`src/rtl/tpg_pkg.sv`:
```
// tpg_pkg: v_tpg register map, ap_ctrl bits and the sequencer/bus-engine state types.
// Rev 1.0
`default_nettype none

package tpg_pkg;

  localparam logic [7:0] REG_CTRL      = 8'h00;
  localparam logic [7:0] REG_HEIGHT    = 8'h10;
  localparam logic [7:0] REG_WIDTH     = 8'h18;
  localparam logic [7:0] REG_PATTERN   = 8'h20;
  localparam logic [7:0] REG_FORMAT    = 8'h40;
  localparam logic [7:0] REG_INTERLACE = 8'hD0;

  localparam int AP_START_BIT        = 0;
  localparam int AP_IDLE_BIT         = 2;
  localparam int AP_AUTO_RESTART_BIT = 7;

  localparam logic [31:0] CTRL_RUN     = (32'h1 << AP_AUTO_RESTART_BIT) | (32'h1 << AP_START_BIT);
  localparam logic [31:0] AP_IDLE_MASK = 32'h1 << AP_IDLE_BIT;

  localparam logic [1:0] AXI_OKAY = 2'b00;

  typedef enum logic [2:0] {
    ST_IDLE,
    ST_CFG,
    ST_START,
    ST_RUN,
    ST_PAT_WR,
    ST_STOP_WR,
    ST_POLL,
    ST_POLL_WAIT
  } seq_state_t;

  typedef enum logic [2:0] {
    M_IDLE,
    M_WR_BOTH,
    M_WR_AW,
    M_WR_W,
    M_WR_B,
    M_RD_AR,
    M_RD_R
  } axil_state_t;

endpackage

`default_nettype wire

```
`src/rtl/tpg_pattern_sequencer_if.sv`:
```
// tpg_pattern_sequencer_if: AXI4-Lite control bus towards the v_tpg s_axi_CTRL port.
// Rev 1.0
`default_nettype none

interface tpg_pattern_sequencer_if;
  logic [7:0]  awaddr;
  logic        awvalid;
  logic        awready;
  logic [31:0] wdata;
  logic [3:0]  wstrb;
  logic        wvalid;
  logic        wready;
  logic [1:0]  bresp;
  logic        bvalid;
  logic        bready;
  logic [7:0]  araddr;
  logic        arvalid;
  logic        arready;
  logic [31:0] rdata;
  logic [1:0]  rresp;
  logic        rvalid;
  logic        rready;

  modport master (
    output awaddr, awvalid, wdata, wstrb, wvalid, bready, araddr, arvalid, rready,
    input  awready, wready, bresp, bvalid, arready, rdata, rresp, rvalid
  );

  modport slave (
    input  awaddr, awvalid, wdata, wstrb, wvalid, bready, araddr, arvalid, rready,
    output awready, wready, bresp, bvalid, arready, rdata, rresp, rvalid
  );
endinterface

`default_nettype wire

```
`src/rtl/axil_single_master.sv`:
```
// axil_single_master: one-shot AXI4-Lite write/read engine, one transaction in flight.
// Rev 1.0
`default_nettype none

module axil_single_master
  import tpg_pkg::*;
(
  input  logic        clk,
  input  logic        rst_n,
  input  logic        req,
  input  logic        we,
  input  logic [7:0]  addr,
  input  logic [31:0] wdata,
  output logic        ack,
  output logic [31:0] rdata,
  output logic        err,
  tpg_pattern_sequencer_if.master axi
);

  axil_state_t state;
  axil_state_t state_nxt;
  logic        b_hs;
  logic        r_hs;

  always_ff @(posedge clk or negedge rst_n) begin
    if (!rst_n) state <= M_IDLE;
    else        state <= state_nxt;
  end

  // AW and W are tracked separately so each drops on its own handshake.
  always_comb begin
    state_nxt = state;
    case (state)
      M_IDLE:    if (req) state_nxt = we ? M_WR_BOTH : M_RD_AR;
      M_WR_BOTH: begin
        if (axi.awready && axi.wready) state_nxt = M_WR_B;
        else if (axi.awready)          state_nxt = M_WR_W;
        else if (axi.wready)           state_nxt = M_WR_AW;
      end
      M_WR_AW:   if (axi.awready) state_nxt = M_WR_B;
      M_WR_W:    if (axi.wready)  state_nxt = M_WR_B;
      M_WR_B:    if (axi.bvalid)  state_nxt = M_IDLE;
      M_RD_AR:   if (axi.arready) state_nxt = M_RD_R;
      M_RD_R:    if (axi.rvalid)  state_nxt = M_IDLE;
      default:   state_nxt = M_IDLE;
    endcase
  end

  // Every VALID/READY is decoded from the state register only.
  assign axi.awvalid = (state == M_WR_BOTH) || (state == M_WR_AW);
  assign axi.wvalid  = (state == M_WR_BOTH) || (state == M_WR_W);
  assign axi.bready  = (state == M_WR_B);
  assign axi.arvalid = (state == M_RD_AR);
  assign axi.rready  = (state == M_RD_R);
  assign axi.wstrb   = 4'hF;

  assign b_hs = (state == M_WR_B) && axi.bvalid;
  assign r_hs = (state == M_RD_R) && axi.rvalid;
  assign ack  = b_hs || r_hs;
  assign err  = (b_hs && (axi.bresp != AXI_OKAY)) || (r_hs && (axi.rresp != AXI_OKAY));

  always_ff @(posedge clk or negedge rst_n) begin
    if (!rst_n) begin
      axi.awaddr <= 8'h00;
      axi.wdata  <= 32'h0;
      axi.araddr <= 8'h00;
      rdata      <= 32'h0;
    end else begin
      if ((state == M_IDLE) && req) begin
        if (we) begin
          axi.awaddr <= addr;
          axi.wdata  <= wdata;
        end else begin
          axi.araddr <= addr;
        end
      end
      if (r_hs) rdata <= axi.rdata;
    end
  end

endmodule

`default_nettype wire

```
`src/rtl/tpg_pattern_sequencer.sv`:
```
// tpg_pattern_sequencer: configures v_tpg over AXI4-Lite, rotates patterns every N frames,
// and performs a clean stop on disable. Rev 1.0
`default_nettype none

module tpg_pattern_sequencer
  import tpg_pkg::*;
#(
  parameter int                          ACTIVE_LINES       = 720,
  parameter int                          ACTIVE_PIXELS      = 1280,
  parameter int                          COLOR_FMT          = 2,
  parameter int                          NUM_PATTERNS       = 4,
  parameter logic [8*NUM_PATTERNS-1:0]   PATTERN_LIST       = 32'h0A090201,
  parameter int                          FRAMES_PER_PATTERN = 60
) (
  input  logic       clk_i,
  input  logic       rst_n_i,
  input  logic       enable_i,
  input  logic       sof_i,
  tpg_pattern_sequencer_if.master m_axi_ctrl,
  output logic       done_o,
  output logic [7:0] pattern_o,
  output logic       err_o
);

  localparam int             CW         = $clog2(FRAMES_PER_PATTERN + 1);
  localparam logic [CW-1:0]  LAST_FRAME = CW'(FRAMES_PER_PATTERN - 1);
  localparam logic [3:0]     IDX_LAST   = 4'(NUM_PATTERNS - 1);

  seq_state_t     state;
  seq_state_t     state_nxt;
  logic           req;
  logic           we;
  logic [7:0]     addr;
  logic [31:0]    wdata;
  logic           ack;
  logic [31:0]    rdata;
  logic           m_err;
  logic           busy;
  logic [2:0]     cfg_step;
  logic [CW-1:0]  frame_cnt;
  logic [3:0]     idx;
  logic [3:0]     wait_cnt;
  logic           rotate;
  logic           core_idle;
  logic [7:0]     pat_tbl [16];

  for (genvar gi = 0; gi < 16; gi++) begin : g_pat
    if (gi < NUM_PATTERNS) begin : g_used
      assign pat_tbl[gi] = PATTERN_LIST[gi*8 +: 8];
    end else begin : g_unused
      assign pat_tbl[gi] = 8'h00;
    end
  end

  axil_single_master u_master (
    .clk   (clk_i),
    .rst_n (rst_n_i),
    .req   (req),
    .we    (we),
    .addr  (addr),
    .wdata (wdata),
    .ack   (ack),
    .rdata (rdata),
    .err   (m_err),
    .axi   (m_axi_ctrl)
  );

  assign rotate    = (state == ST_RUN) && enable_i && sof_i && (frame_cnt == LAST_FRAME);
  assign core_idle = |(rdata & AP_IDLE_MASK);
  assign done_o    = (state == ST_RUN) || (state == ST_PAT_WR);

  always_ff @(posedge clk_i or negedge rst_n_i) begin
    if (!rst_n_i) state <= ST_IDLE;
    else          state <= state_nxt;
  end

  // req is held off while a transaction is outstanding (busy) so each access issues once.
  always_comb begin
    state_nxt = state;
    req       = 1'b0;
    we        = 1'b1;
    addr      = REG_CTRL;
    wdata     = 32'h0;
    case (state)
      ST_IDLE: if (enable_i) state_nxt = ST_CFG;
      ST_CFG: begin
        req = !busy;
        case (cfg_step)
          3'd0:    begin addr = REG_HEIGHT;    wdata = 32'(ACTIVE_LINES);    end
          3'd1:    begin addr = REG_WIDTH;     wdata = 32'(ACTIVE_PIXELS);   end
          3'd2:    begin addr = REG_PATTERN;   wdata = {24'h0, pat_tbl[idx]}; end
          3'd3:    begin addr = REG_FORMAT;    wdata = 32'(COLOR_FMT);       end
          default: begin addr = REG_INTERLACE; wdata = 32'h0;                end
        endcase
        if (ack && (cfg_step == 3'd4)) state_nxt = ST_START;
      end
      ST_START: begin
        req   = !busy;
        wdata = CTRL_RUN;
        if (ack) state_nxt = ST_RUN;
      end
      ST_RUN: begin
        if (!enable_i)   state_nxt = ST_STOP_WR;
        else if (rotate) state_nxt = ST_PAT_WR;
      end
      ST_PAT_WR: begin
        req   = !busy;
        addr  = REG_PATTERN;
        wdata = {24'h0, pat_tbl[idx]};
        if (ack) state_nxt = ST_RUN;
      end
      ST_STOP_WR: begin
        req = !busy;
        if (ack) state_nxt = ST_POLL;
      end
      ST_POLL: begin
        req = !busy;
        we  = 1'b0;
        if (ack) state_nxt = ST_POLL_WAIT;
      end
      ST_POLL_WAIT: begin
        // rdata holds the value captured by the last poll read.
        if (core_idle)              state_nxt = ST_IDLE;
        else if (wait_cnt == 4'd15) state_nxt = ST_POLL;
      end
      default: state_nxt = ST_IDLE;
    endcase
  end

  always_ff @(posedge clk_i or negedge rst_n_i) begin
    if (!rst_n_i) begin
      busy      <= 1'b0;
      cfg_step  <= 3'd0;
      frame_cnt <= '0;
      idx       <= 4'd0;
      wait_cnt  <= 4'd0;
      pattern_o <= PATTERN_LIST[7:0];
      err_o     <= 1'b0;
    end else begin
      if (ack)      busy <= 1'b0;
      else if (req) busy <= 1'b1;

      if (m_err) err_o <= 1'b1;

      if ((state == ST_CFG) && ack)
        cfg_step <= (cfg_step == 3'd4) ? 3'd0 : cfg_step + 3'd1;

      if (ack && ((state == ST_PAT_WR) || ((state == ST_CFG) && (cfg_step == 3'd2))))
        pattern_o <= pat_tbl[idx];

      wait_cnt <= (state == ST_POLL_WAIT) ? wait_cnt + 4'd1 : 4'd0;

      if ((state == ST_START) && ack)
        frame_cnt <= '0;
      else if ((state == ST_RUN) && enable_i && sof_i)
        frame_cnt <= rotate ? '0 : frame_cnt + CW'(1);
      else if ((state == ST_PAT_WR) && sof_i && (frame_cnt != LAST_FRAME))
        frame_cnt <= frame_cnt + CW'(1);

      if (rotate) idx <= (idx == IDX_LAST) ? 4'd0 : idx + 4'd1;
    end
  end

endmodule

`default_nettype wire

```
`src/flat_wrapper.sv`:
```
// flat-port wrapper written by rule: the top's interface ports become plain ports
module tpg_pattern_sequencer_flat import tpg_pkg::*;
#(
  parameter int                          ACTIVE_LINES       = 720,
  parameter int                          ACTIVE_PIXELS      = 1280,
  parameter int                          COLOR_FMT          = 2,
  parameter int                          NUM_PATTERNS       = 4,
  parameter logic [8*NUM_PATTERNS-1:0]   PATTERN_LIST       = 32'h0A090201,
  parameter int                          FRAMES_PER_PATTERN = 60
)
  (clk_i, rst_n_i, enable_i, sof_i, done_o, pattern_o, err_o, m_axi_ctrl_awaddr, m_axi_ctrl_awvalid, m_axi_ctrl_wdata, m_axi_ctrl_wstrb, m_axi_ctrl_wvalid, m_axi_ctrl_bready, m_axi_ctrl_araddr, m_axi_ctrl_arvalid, m_axi_ctrl_rready, m_axi_ctrl_awready, m_axi_ctrl_wready, m_axi_ctrl_bresp, m_axi_ctrl_bvalid, m_axi_ctrl_arready, m_axi_ctrl_rdata, m_axi_ctrl_rresp, m_axi_ctrl_rvalid);
  tpg_pattern_sequencer_if m_axi_ctrl_i ();
  input  logic clk_i;
  input  logic rst_n_i;
  input  logic enable_i;
  input  logic sof_i;
  output logic done_o;
  output logic [7:0] pattern_o;
  output logic err_o;
  output wire logic [$bits(m_axi_ctrl_i.awaddr)-1:0] m_axi_ctrl_awaddr;
  output wire logic [$bits(m_axi_ctrl_i.awvalid)-1:0] m_axi_ctrl_awvalid;
  output wire logic [$bits(m_axi_ctrl_i.wdata)-1:0] m_axi_ctrl_wdata;
  output wire logic [$bits(m_axi_ctrl_i.wstrb)-1:0] m_axi_ctrl_wstrb;
  output wire logic [$bits(m_axi_ctrl_i.wvalid)-1:0] m_axi_ctrl_wvalid;
  output wire logic [$bits(m_axi_ctrl_i.bready)-1:0] m_axi_ctrl_bready;
  output wire logic [$bits(m_axi_ctrl_i.araddr)-1:0] m_axi_ctrl_araddr;
  output wire logic [$bits(m_axi_ctrl_i.arvalid)-1:0] m_axi_ctrl_arvalid;
  output wire logic [$bits(m_axi_ctrl_i.rready)-1:0] m_axi_ctrl_rready;
  input wire logic [$bits(m_axi_ctrl_i.awready)-1:0] m_axi_ctrl_awready;
  input wire logic [$bits(m_axi_ctrl_i.wready)-1:0] m_axi_ctrl_wready;
  input wire logic [$bits(m_axi_ctrl_i.bresp)-1:0] m_axi_ctrl_bresp;
  input wire logic [$bits(m_axi_ctrl_i.bvalid)-1:0] m_axi_ctrl_bvalid;
  input wire logic [$bits(m_axi_ctrl_i.arready)-1:0] m_axi_ctrl_arready;
  input wire logic [$bits(m_axi_ctrl_i.rdata)-1:0] m_axi_ctrl_rdata;
  input wire logic [$bits(m_axi_ctrl_i.rresp)-1:0] m_axi_ctrl_rresp;
  input wire logic [$bits(m_axi_ctrl_i.rvalid)-1:0] m_axi_ctrl_rvalid;
  assign m_axi_ctrl_awaddr = m_axi_ctrl_i.awaddr;
  assign m_axi_ctrl_awvalid = m_axi_ctrl_i.awvalid;
  assign m_axi_ctrl_wdata = m_axi_ctrl_i.wdata;
  assign m_axi_ctrl_wstrb = m_axi_ctrl_i.wstrb;
  assign m_axi_ctrl_wvalid = m_axi_ctrl_i.wvalid;
  assign m_axi_ctrl_bready = m_axi_ctrl_i.bready;
  assign m_axi_ctrl_araddr = m_axi_ctrl_i.araddr;
  assign m_axi_ctrl_arvalid = m_axi_ctrl_i.arvalid;
  assign m_axi_ctrl_rready = m_axi_ctrl_i.rready;
  assign m_axi_ctrl_i.awready = m_axi_ctrl_awready;
  assign m_axi_ctrl_i.wready = m_axi_ctrl_wready;
  assign m_axi_ctrl_i.bresp = m_axi_ctrl_bresp;
  assign m_axi_ctrl_i.bvalid = m_axi_ctrl_bvalid;
  assign m_axi_ctrl_i.arready = m_axi_ctrl_arready;
  assign m_axi_ctrl_i.rdata = m_axi_ctrl_rdata;
  assign m_axi_ctrl_i.rresp = m_axi_ctrl_rresp;
  assign m_axi_ctrl_i.rvalid = m_axi_ctrl_rvalid;
  tpg_pattern_sequencer #(.ACTIVE_LINES(ACTIVE_LINES), .ACTIVE_PIXELS(ACTIVE_PIXELS), .COLOR_FMT(COLOR_FMT), .NUM_PATTERNS(NUM_PATTERNS), .PATTERN_LIST(PATTERN_LIST), .FRAMES_PER_PATTERN(FRAMES_PER_PATTERN)) u_core (.clk_i(clk_i), .rst_n_i(rst_n_i), .enable_i(enable_i), .sof_i(sof_i), .m_axi_ctrl(m_axi_ctrl_i), .done_o(done_o), .pattern_o(pattern_o), .err_o(err_o));
endmodule
```
`config.mk`:
```
export PLATFORM = sky130hd
export DESIGN_NAME = tpg_pattern_sequencer_flat
export DESIGN_NICKNAME = d
export VERILOG_FILES = /design/src/rtl/tpg_pkg.sv /design/src/rtl/tpg_pattern_sequencer_if.sv /design/src/rtl/axil_single_master.sv /design/src/rtl/tpg_pattern_sequencer.sv /design/src/flat_wrapper.sv
export SDC_FILE = /design/constraint.sdc
export NUM_CORES = 1
export LEC_CHECK = 0
export BUFFER_PORTS_ARGS = -buffer_cell sky130_fd_sc_hd__buf_2
export CORE_MARGIN = 3
export CORE_UTILIZATION = 35
export CTS_CLUSTER_DIAMETER = 150
export DETAILED_ROUTE_END_ITERATION = 7
export GPL_ROUTABILITY_DRIVEN = 0
export GPL_TIMING_DRIVEN = 0
export MAX_ROUTING_LAYER = met4
export PLACE_DENSITY = 0.6
export SLEW_MARGIN = 20
export SYNTH_ARGS = -nofsm -noshare
export SYNTH_HDL_FRONTEND = slang
export SYNTH_SLANG_ARGS = --single-unit
export TNS_END_PERCENT = 50
```
`constraint.sdc`:
```
create_clock -name clk_i -period 2 [get_ports clk_i]
set_input_delay 0.1 -clock clk_i [delete_from_list [all_inputs] [get_ports clk_i]]
set_output_delay 0.1 -clock clk_i [all_outputs]
set_load 0.02 [all_outputs]
```
==> impl_results.md <==
- Status: complete, no violations
- Clock Latency Late Sink: 300 ps
- DR WL/cell: 12.5 um
- IO Count: 112
- Antenna cells: 0
- Initial antenna violation count: 0
- Worst relative slew slack: 0.573
- CTS tree: built
- Max clock buf depth: 2
- Worst r2r dst: u_core.frame_cnt[5]
- RSZ-0062 raised after global routing: no
- Seq/Total Area, Yosys: 0.385
- Worst vdd ir: 0.439 mV
- Post-Syn Instances: 307
- Die Width: 97.5 um
- Clock transition at the registers of the reported paths: 80 ps
- Synth top area share: 0.376
- Hold WC Path Type: input port to flip-flop
- Critical path launch point type: flip-flop
- Pwr dens: 1010 nW/um^2
- HP Start: m_axi_ctrl_rdata[2]
- Area Overhead vs Synth: 20.4%
- Nets: 445
- Hold path cells: 2
- Dpl cells: 486
- Largest net degree at the start of global routing: 46
- TritonRoute pass-1 iters: 4
- Fin Clk Skew: 6.11 ps
- CP peak stage delay: 620 ps
- Vias/cell: 4.69
- R2R cell count: 5
- First-pass GRT wire length: 10400 um
- Layout cells sized above 1: 0.308
- Crit path cell chain: buf_4 -> buf_2 -> nor4_2 -> nor3b_1 -> a32o_1
- FF-to-FF Start: u_core.state[2]
- Hold EP: u_core.u_master.rdata[2]
- FP Rows: 32
- Slowest-stage cell, CP: nor4_2
- Hold-fix buffers, CTS: 0
- Leakage: 0.00183 uW
- Avg Inst Size Synth: 9.54 sq um
- Arrival time worst endpoint: 2090 ps
- Final setup violation count: 0
- CP Capture Type: flip-flop
- Yosys warns: 0
- Crit path max-delay family: simple AND/OR/NAND/NOR gates
- Setup_tns: 0 ps
- Max Cap Viol: 0
- Power, Total: 3550 uW
- Post-DP HPWL: 4760 um
- Detailed-route wire length: 6190 um
- Starting DRT DRC Count: 128
- GRT Total Usage: 0.134
- Tmin final: 1900 ps
- Routed vias: 2322
- Number of flops mapped to enable cells by yosys: 0
- Initial core utilization: 0.370
- Synth cell types: 65
- CTS root buf: clkbuf_8
- Synth top area cells: dfrtp_1 38%, buf_4 11%, nor2_1 3.7%
- R2R Setup Slk: 100 ps
- Crit Path Max Fanout: 10
- Final setup margin: 105 ps
- Post-Layout Cell Count: 495
- Die height: 97.5 um
- Pre-CTS setup slack: 160 ps
- Total grt overflow: 0
- Final slew viol count: 0
- Synth area leader: dfrtp_1
- Most frequent cells in the layout: 47 x buf_2, 44 x buf_4, 44 x dfrtp_1, 38 x conb_1, 29 x nor2_1
- Vias in the first global route: 2092
- Number of synthesized register bits: 45
- Most common cell after layout, fill and taps aside: buf_2
- Synthesized area: 2930 sq um
- I/O Buffers: 41
- Max Clk Rate: 528 MHz
- Setup crit start: u_core.state[2]
- Core Region: 7930 sq um
- WP data required: 2190 ps
- Post-route clock period utilization: 0.948
- Synth Flop Type: dfrtp_1
- Asr flop ratio synth: 1.00
- H-Tree Depth: 2
- Post-route DRC: 0
- CTS sink count: 45
- Slew @ Worst Pin: 636 ps
- CTS Buf Count: 5
- Setup Buffers After CTS: 0
- CTS-repair resized insts: 0
- WP buf/inv: 2
- DRT antenna net count: 0
- Critical path class: flip-flop to flip-flop
- Die area: 9510 sq um
- Final hold violations: 0
power by group:
part | switching (uW) | internal (uW) | total (uW)
registers | 151 | 1080 | 1230
clock network | 304 | 408 | 712
logic | 936 | 666 | 1600
metal layers:
layer	routed length [um]	part of all wire	up-vias	track usage
met5	0	0	-	-
li1	-	-	1165	-
met2	2820	0.45	71	0.201
met1	2940	0.48	1080	0.186
met4	48	0.0078	0	0.0256
met3	383	0.062	6	0.0302
worst max-delay path by stage:
stage                     endpoint  slack, ps  cells past startpoint
2_1_floorplan  u_core.frame_cnt[0]        310                      5
3_3_place_gp   u_core.frame_cnt[5]        190                      5
3_5_place_dp   u_core.frame_cnt[5]        160                      5
4_1_cts        u_core.frame_cnt[5]        150                      5
5_1_grt            u_core.state[1]          6                      5
6_report       u_core.frame_cnt[5]        100                      5
registers in the layout, summed over array words and instances (netlist names), 3 cells and up:
name / count
u_core.u_master.axi.awaddr: 5
u_core.u_master.axi.araddr: 5
u_core.frame_cnt: 6
u_core.wait_cnt: 4
u_core.idx: 4
u_core.u_master.axi.wdata: 6
u_core.pattern_o: 3
u_core.u_master.state: 3
u_core.state: 3
u_core.cfg_step: 3
logic make-up after synthesis:
family,Yosys count,share of synthesized area
XOR/XNOR,4,0.0120
buffers and inverters,69,0.154
other,2,0.00256
AND/OR/NAND/NOR,96,0.184
multiplexers,18,0.0670
AO/OA/AOI/OAI,65,0.161
flip-flops,45,0.385
adder cells (fa/ha/maj),8,0.0342
cells in the mapped netlist (6+ instances only):
library cell  number
inv_1             14
ha_1               8
buf_4             43
nand3_1            6
buf_2              7
nor2b_1            9
nand2_1           17
nand2b_1           7
nor2_1            29
mux2_2             8
dfrtp_1           44
o21ai_0           13
a21oi_1           14
metrics by stage:
step | utilization | area (sq um) | hold WS, ps
5_1_grt | 0.445 | 3530 | 13.2
4_1_cts | 0.443 | 3510 | 9.34
2_1_floorplan | - | 3070 | -196
6_report | 0.445 | 3530 | 18.3
3_5_place_dp | 0.429 | 3400 | 325
3_3_place_gp | 0.429 | 3400 | 315
area by class of cell:
| class | instances | area, sq um |
|---|---|---|
| fillers | 785 | 4400 |
| multi-input cells | 229 | 1490 |
| flip-flops and latches | 45 | 1130 |
| plain buffers | 55 | 399 |
| repair buffers | 42 | 218 |
| well taps | 102 | 128 |
| clock buffers | 7 | 86.3 |
| inverters | 14 | 52.6 |
| clock inverters | 1 | 30.0 |
(Power assumes the default switching activity.)
